<file path="config.mk">
export PLATFORM = sky130hd
export DESIGN_NAME = mult_arbiter
export DESIGN_NICKNAME = d
export VERILOG_FILES = /design/src/rtl/mult_arbiter.sv
export SDC_FILE = /design/constraint.sdc
export NUM_CORES = 1
export LEC_CHECK = 0
export ABC_AREA = 1
export ABC_CLOCK_PERIOD_IN_PS = 1920
export CORE_MARGIN = 1.5
export CORE_UTILIZATION = 48
export CTS_CLUSTER_SIZE = 16
export DETAILED_ROUTE_END_ITERATION = 6
export DONT_BUFFER_PORTS = 1
export MAX_ROUTING_LAYER = met4
export PLACE_DENSITY = 0.73
export SLEW_MARGIN = 20
export SYNTH_ARGS = -nofsm -noshare
export SYNTH_HDL_FRONTEND = slang
export SYNTH_SLANG_ARGS = --single-unit
</file>
<file path="constraint.sdc">
create_clock -name clk -period 1.92 [get_ports clk]
set_input_delay 0.192 -clock clk [delete_from_list [all_inputs] [get_ports clk]]
set_output_delay 0.192 -clock clk [all_outputs]
set_load 0.01 [all_outputs]
</file>
<file path="src/rtl/mult_arbiter.sv">
// Round-robin arbiter sharing one sequential 8x8 multiplier between two requesters.
// Every output is a flop; the wait timer aborts a transaction the multiplier never finishes.
module mult_arbiter #(
  parameter int TIMEOUT = 16
) (
  input  logic        clk,
  input  logic        reset_a,
  input  logic        req0,
  input  logic        req1,
  input  logic [7:0]  a0,
  input  logic [7:0]  b0,
  input  logic [7:0]  a1,
  input  logic [7:0]  b1,
  output logic        ack0,
  output logic        ack1,
  output logic        res_valid0,
  output logic        res_valid1,
  output logic [15:0] result,
  output logic        timeout_err,
  output logic        busy,
  output logic        m_start,
  output logic [7:0]  m_dataa,
  output logic [7:0]  m_datab,
  input  logic        m_done,
  input  logic [15:0] m_product
);

  // state | meaning
  // IDLE  | waiting for a request; grant and operand capture happen on leaving
  // START | one-cycle launch of the multiplier
  // WAIT  | waiting for m_done, bounded by the wait counter
  // RESP  | one-cycle result-valid pulse to the granted requester
  typedef enum logic [1:0] {IDLE, START, WAIT, RESP} state_t;

  localparam logic [4:0] CNT_LAST = 5'(TIMEOUT - 1);

  state_t      state_q, state_d;
  logic        last_q, last_d;
  logic        gnt_q, gnt_d;
  logic [4:0]  cnt_q, cnt_d;
  logic [15:0] result_q, result_d;
  logic [7:0]  dataa_q, dataa_d;
  logic [7:0]  datab_q, datab_d;
  logic        ack0_q, ack0_d, ack1_q, ack1_d;
  logic        rv0_q, rv0_d, rv1_q, rv1_d;
  logic        to_q, to_d, busy_q, busy_d, mstart_q, mstart_d;
  logic        win;

  // Contention goes to the requester not served last; a lone request always wins.
  assign win = (req0 & req1) ? ~last_q : req1;

  always_ff @(posedge clk or negedge reset_a) begin
    if (!reset_a) begin
      state_q  <= IDLE;
      last_q   <= 1'b1;
      gnt_q    <= 1'b0;
      cnt_q    <= 5'd0;
      result_q <= 16'd0;
      dataa_q  <= 8'd0;
      datab_q  <= 8'd0;
      ack0_q   <= 1'b0;
      ack1_q   <= 1'b0;
      rv0_q    <= 1'b0;
      rv1_q    <= 1'b0;
      to_q     <= 1'b0;
      busy_q   <= 1'b0;
      mstart_q <= 1'b0;
    end else begin
      state_q  <= state_d;
      last_q   <= last_d;
      gnt_q    <= gnt_d;
      cnt_q    <= cnt_d;
      result_q <= result_d;
      dataa_q  <= dataa_d;
      datab_q  <= datab_d;
      ack0_q   <= ack0_d;
      ack1_q   <= ack1_d;
      rv0_q    <= rv0_d;
      rv1_q    <= rv1_d;
      to_q     <= to_d;
      busy_q   <= busy_d;
      mstart_q <= mstart_d;
    end
  end

  always_comb begin
    state_d  = state_q;
    last_d   = last_q;
    gnt_d    = gnt_q;
    cnt_d    = cnt_q;
    result_d = result_q;
    dataa_d  = dataa_q;
    datab_d  = datab_q;
    ack0_d   = 1'b0;
    ack1_d   = 1'b0;
    rv0_d    = 1'b0;
    rv1_d    = 1'b0;
    to_d     = 1'b0;
    mstart_d = 1'b0;
    case (state_q)
      IDLE: begin
        if (req0 | req1) begin
          state_d = START;
          gnt_d   = win;
          dataa_d = win ? a1 : a0;
          datab_d = win ? b1 : b0;
          ack0_d  = ~win;
          ack1_d  = win;
        end
      end
      START: begin
        state_d  = WAIT;
        cnt_d    = 5'd0;
        mstart_d = 1'b1;
      end
      WAIT: begin
        // done takes priority over a coincident timeout
        if (m_done) begin
          state_d  = RESP;
          result_d = m_product;
          last_d   = gnt_q;
          rv0_d    = ~gnt_q;
          rv1_d    = gnt_q;
        end else if (cnt_q == CNT_LAST) begin
          state_d = IDLE;
          last_d  = gnt_q;
          to_d    = 1'b1;
        end else begin
          cnt_d = cnt_q + 5'd1;
        end
      end
      RESP:    state_d = IDLE;
      default: state_d = IDLE;
    endcase
    busy_d = (state_d != IDLE);
  end

  assign ack0        = ack0_q;
  assign ack1        = ack1_q;
  assign res_valid0  = rv0_q;
  assign res_valid1  = rv1_q;
  assign result      = result_q;
  assign timeout_err = to_q;
  assign busy        = busy_q;
  assign m_start     = mstart_q;
  assign m_dataa     = dataa_q;
  assign m_datab     = datab_q;

endmodule

</file>
# ---- After elaboration in Yosys (flattened, before gate mapping)
# Cells that the tools add are included.
dict set report totals {
  output_inout_bits 39
  reg_bits 48
  inputBits 53
  word_cells 58
}
dict set report op_classes {
  muxes 24
  add_sub_neg 1
  n_eq_ne 6
  n_reduce_logical 8
  bitwise_logic 5
}
# cell count
set ops {}
lappend ops {{8-bit 2-to-1 mux} 2}
lappend ops {{1-bit 2-to-1 mux} 15}
lappend ops {{5-bit 2-to-1 mux} 2}
lappend ops {{5-bit one-hot mux with 2 select lines} 1}
lappend ops {{2-bit one-hot mux with 4 select lines} 1}
lappend ops {{2-bit 2-to-1 mux} 3}
lappend ops {{2-bit AND reduction} 3}
lappend ops {{2-bit nonzero test} 3}
lappend ops {{5-bit by 1-bit adder with 5-bit output (second input constant)} 1}
lappend ops {{5-bit by 4-bit == test with 1-bit output (second input constant)} 1}
lappend ops {{2-bit == test (second input constant)} 2}
lappend ops {{2-bit != test (second input constant)} 2}
lappend ops {{1-bit NOT} 3}
lappend ops {{3-bit AND reduction} 1}
lappend ops {{2-bit by 1-bit == test with 1-bit output (second input constant)} 1}
lappend ops {{2-bit logical NOT} 1}
lappend ops {{1-bit bitwise AND} 1}
lappend ops {{1-bit OR} 1}

# ---- Longest topological paths before layout
dict set report logic_depth {
  depth_word 5
  depth_mapped 10
  depth_no_buf 10
}

# ---- Least setup slack after synthesis
# No wires, ideal clock.
dict set report synth_timing {
  kind {register to register}
  startpoint {register cnt_q[0]}
  endpoint {register cnt_q[0]}
  setup_ns 0.128
  setup_slack_ns 0.407
  t_arrival_ns 1.385
  n_path_buf 0
  required_ns 1.792
  path_stages_with_launch 11
  synth_period_minus_slack_ns 1.513
  path_cell_list {dfrtp_1 -> ha_1 -> nand2_1 -> nor2_1 -> ha_1 -> nor2_1 -> nand2_1 -> nand2_1 -> inv_2 -> nand2_1 -> o21ai_0}
}
dict set report synth_between {
  elab_chain_cells 4
  word_cells_on_any_way 7
  cone_classes {add/sub: 1; eq/ne: 2; mux: 3; reduce/logical: 1}
}
# item line_no
set synth_lines {}
lappend synth_lines {{start, declared} 40} ;# logic [4:0] cnt_q, cnt_d;
lappend synth_lines {{start signal, assigned} 72} ;# cnt_q <= cnt_d;
lappend synth_lines {{5-bit by 1-bit adder with 5-bit output} 129} ;# cnt_d = cnt_q + 5'd1;
lappend synth_lines {{5-bit 2-to-1 mux} 124} ;# end else if (cnt_q == CNT_LAST) begin
lappend synth_lines {{5-bit 2-to-1 mux} 118} ;# if (m_done) begin
lappend synth_lines {{5-bit one-hot mux with 2 select lines} 100} ;# case (state_q)
# Several ways; a longest one is shown, not always the timed one. The select of a mux whose other input is x is not followed.
# A chain may end at the register's enable or synchronous reset.

# ---- Worst setup path in the final report
# Same ends and word-level chain as after synthesis.

==> metrics.md <==
| Metric | Value |
|---|---|
| Hold/Removal Path Class | primary input to flip-flop |
| Initial antenna violation count | 0 |
| Critical-path maximum fanout | 5 |
| Sequential-to-total area share from yosys stat | 0.552 |
| Simple-Gate Fraction of Synth Area | 0.286 |
| Clk pin slew, worst setup/hold paths | 0.08 ns |
| # diodes | 0 |
| Run status | complete, no violations |
| Resized Gates After CTS | 0 |
| Final Power | 0.00354 W |
| Sequential cell area | 1200 um^2 |
| Synthesized area | 2180 um^2 |
| Die ar. | 4950 um^2 |
| Mux cell area share after synthesis | 0 |
| Setup Fix Bufs, Post-CTS | 0 |
| Critical Path RT | 2.09 ns |
| Commonest non-fill, non-tap cells in the layout | 55 x nand2_1, 51 x nand3_1, 47 x dfrtp_1, 16 x o21a_1, 8 x nor2_1 |
| Cell Rows | 24 |
| Cts bufs inserted | 5 |
| Mean Syn Cell Area | 9.59 um^2 |
| 1st-iter DRT viols | 108 |
| Top-Level Pins | 92 |
| Post-Synthesis Cells | 227 |
| Die Height | 70.3 um |
| Die Wd | 70.3 um |
| Cell Pwr Density | 1550 nW/um^2 |
| Critical path endpoint category | flip-flop |
| Maximum capacitance violations | 0 |
| VDD IR max | 0.000499 V |
| Min Tclk post-route | 1.73 ns |
| Hpwl dp | 2780 um |
| Nets@finish | 281 |
| Largest family of logic cells by synthesized area | simple AND/OR/NAND/NOR gates |
| Clock buffer depth | 2 |
| Fin Setup TNS | 0 ns |
| Synth-to-Final Area Change | 5.17% |
| CTS root buf | clkbuf_8 |
| Worst skew pair latency | 0.29 ns |
| # clock sinks | 48 |
| Highest Clock Rate | 577 MHz |
| Synth Area in Compound Gates | 0.0747 |
| Final hold vios | 0 |
| CTS tree | built |
| Final GP Congestion | 0.838 |
| Yosys warns | 0 |
| Per-cell routed wire length | 14.4 um |
| Final worst-path cycle share | 0.902 |
| Core area | 4350 um^2 |
| Total grt overflow | 0 |
| Vias in the first global route | 1521 |
| H-tree Lvls | 2 |
| Final Setup Violations | 0 |
| Static Leakage | 1.08 nW |
| Leading cell type in the layout, fill and taps excluded | nand2_1 |
| Post-Synth Adder-Cell Area | 0.0115 |
| Multi-input gate area | 820 um^2 |
| Antenna-violating nets left | 0 |
| First-pass GRT wire length | 6940 um |
| Max_slew headroom | 0.590 |
| Count of final max-slew check failures | 0 |
| Fraction of layout cells with a size suffix above 1 | 0.123 |
| Xor/xnor cell area share of the yosys netlist | 0.00402 |
| Number of synthesized register bits | 48 |
| Crit start category | flip-flop |
| Critical path class | flip-flop to flip-flop |
| Pin count of the biggest net entering global routing | 49 |
| GRT Overall Usage | 0.180 |
| Clock skew | 0.00600 ns |
| Synth cell types | 29 |
| # fillers | 387 |
| Drt via density | 5.62 |
| Worst EP arrival | 1.90 ns |
| TritonRoute pass-1 iters | 4 |
| Via count | 1569 |
| Residual DRC | 0 |
| Worst slew pin tran | 0.613 ns |
| Starting Density | 0.500 |
| Detailed-route wire length | 4020 um |
| Synthesized Nets | 282 |
| RSZ-0062 raised after global routing | false |
| I/O Buffers | 0 |
area by class of cell:
type | count | area share
sequential | 48 | 0.525
multi-input combinational | 156 | 0.358
clock buffer | 8 | 0.0437
timing repair buffer | 5 | 0.0284
tap | 52 | 0.0284
inverter | 10 | 0.0164
routing by layer:
metal	GRT usage	share of wire
met1	0.205	0.40
met2	0.287	0.50
met3	0.0664	0.072
met4	0.0748	0.027
met5	-	0
repair_timing:
action,CTS,global route
endpoints found under the setup margin,0,0
hold endpoints to repair,50,0
hold buffers,4,0
path summary, 6_finish.rpt:
path | start | endpoint | slack (ns) | cells after the start
max reg2reg | cnt_q[0]$_DFFE_PN0P_ | cnt_q[0]$_DFFE_PN0P_ | 0.19 | 10
min reg2reg | gnt_q$_DFFE_PN0P_ | res_valid0$_DFF_PN0_ | 0.42 | 1
min | m_product[7] | result[7]$_DFFE_PN0P_ | 0.03 | 2
max in group asynchronous | reset_a | last_q$_DFFE_PN1P_ | 1.26 | 2
min in group asynchronous | reset_a | m_dataa[1]$_DFFE_PN0P_ | 0.40 | 2
max | cnt_q[0]$_DFFE_PN0P_ | cnt_q[0]$_DFFE_PN0P_ | 0.19 | 10
power breakdown:
| group | internal (W) | leakage, nW | switching (W) | total (W) |
|---|---|---|---|---|
| registers | 0.00145 | 0.586 | 0.000468 | 0.00192 |
| logic | 0.000392 | 0.441 | 0.000597 | 0.000989 |
| clock network | 0.000329 | 0.0515 | 0.000305 | 0.000633 |
worst max-delay path: stages, from the launching register on:
cell and delay (ns):
dfrtp_1 0.42, ha_1 0.24, nand2_1 0.07, nor2_1 0.04, ha_1 0.18, nor2_1 0.17, nand2_1 0.12, nand2_1 0.15
inv_2 0.07, nand2_1 0.06, o21ai_0 0.08
synthesized netlist by cell type:
library cell,instances,share of area
a21oi_1,1,0.0023
a21oi_2,1,0.0040
buf_12,1,0.0092
buf_2,7,0.016
buf_6,3,0.016
buf_8,1,0.0069
clkbuf_8,1,0.0063
dfrtp_1,47,0.54
dfstp_2,1,0.012
ha_1,2,0.011
inv_1,6,0.010
inv_2,4,0.0069
nand2_1,55,0.095
nand2_2,7,0.020
nand2_4,2,0.010
nand3_1,51,0.12
nand3_2,1,0.0046
nand4_1,2,0.0057
nor2_1,8,0.014
nor2_2,1,0.0029
nor2_4,1,0.0052
nor2_8,1,0.0092
nor3_1,1,0.0023
o21a_1,16,0.055
o21ai_0,2,0.0046
o21ai_1,1,0.0023
o21bai_1,1,0.0034
o22ai_1,1,0.0029
xor2_1,1,0.0040
sequential cells by signal, indices dropped and copies added (netlist names):
| register | flops |
|---|---|
| busy | 1 |
| res_valid1 | 1 |
| gnt_q | 1 |
| timeout_err | 1 |
| m_datab | 8 |
| m_start | 1 |
| res_valid0 | 1 |
| last_q | 1 |
| cnt_q | 5 |
| ack1 | 1 |
| ack0 | 1 |
| m_dataa | 8 |
| state_q | 2 |
| result | 16 |
per-stage QoR:
step | instance area (um^2) | utilization | worst slack [ns] | std cells | hold WS (ns)
4_1_cts | 2290 | 0.526 | 0.181 | 279 | 0.0271
6_report | 2290 | 0.526 | 0.187 | 279 | 0.0348
2_1_floorplan | 2180 | - | 0.407 | 227 | -0.104
3_5_place_dp | 2130 | 0.490 | 0.212 | 267 | -0.103
5_1_grt | 2290 | 0.526 | 0.0345 | 279 | 0.0258
3_3_place_gp | 2130 | 0.490 | 0.319 | 267 | -0.103
kinds of logic (layout without fill, tap and decap cells):
kind of cell | count (synthesis) | count (layout)
AO/OA/AOI/OAI | 23 | 23
XOR/XNOR | 1 | 1
adder cells (fa/ha/maj) | 2 | 2
buffers and inverters | 23 | 23
flip-flops | 48 | 48
AND/OR/NAND/NOR | 130 | 130
Power figures use the tool's default switching activity.
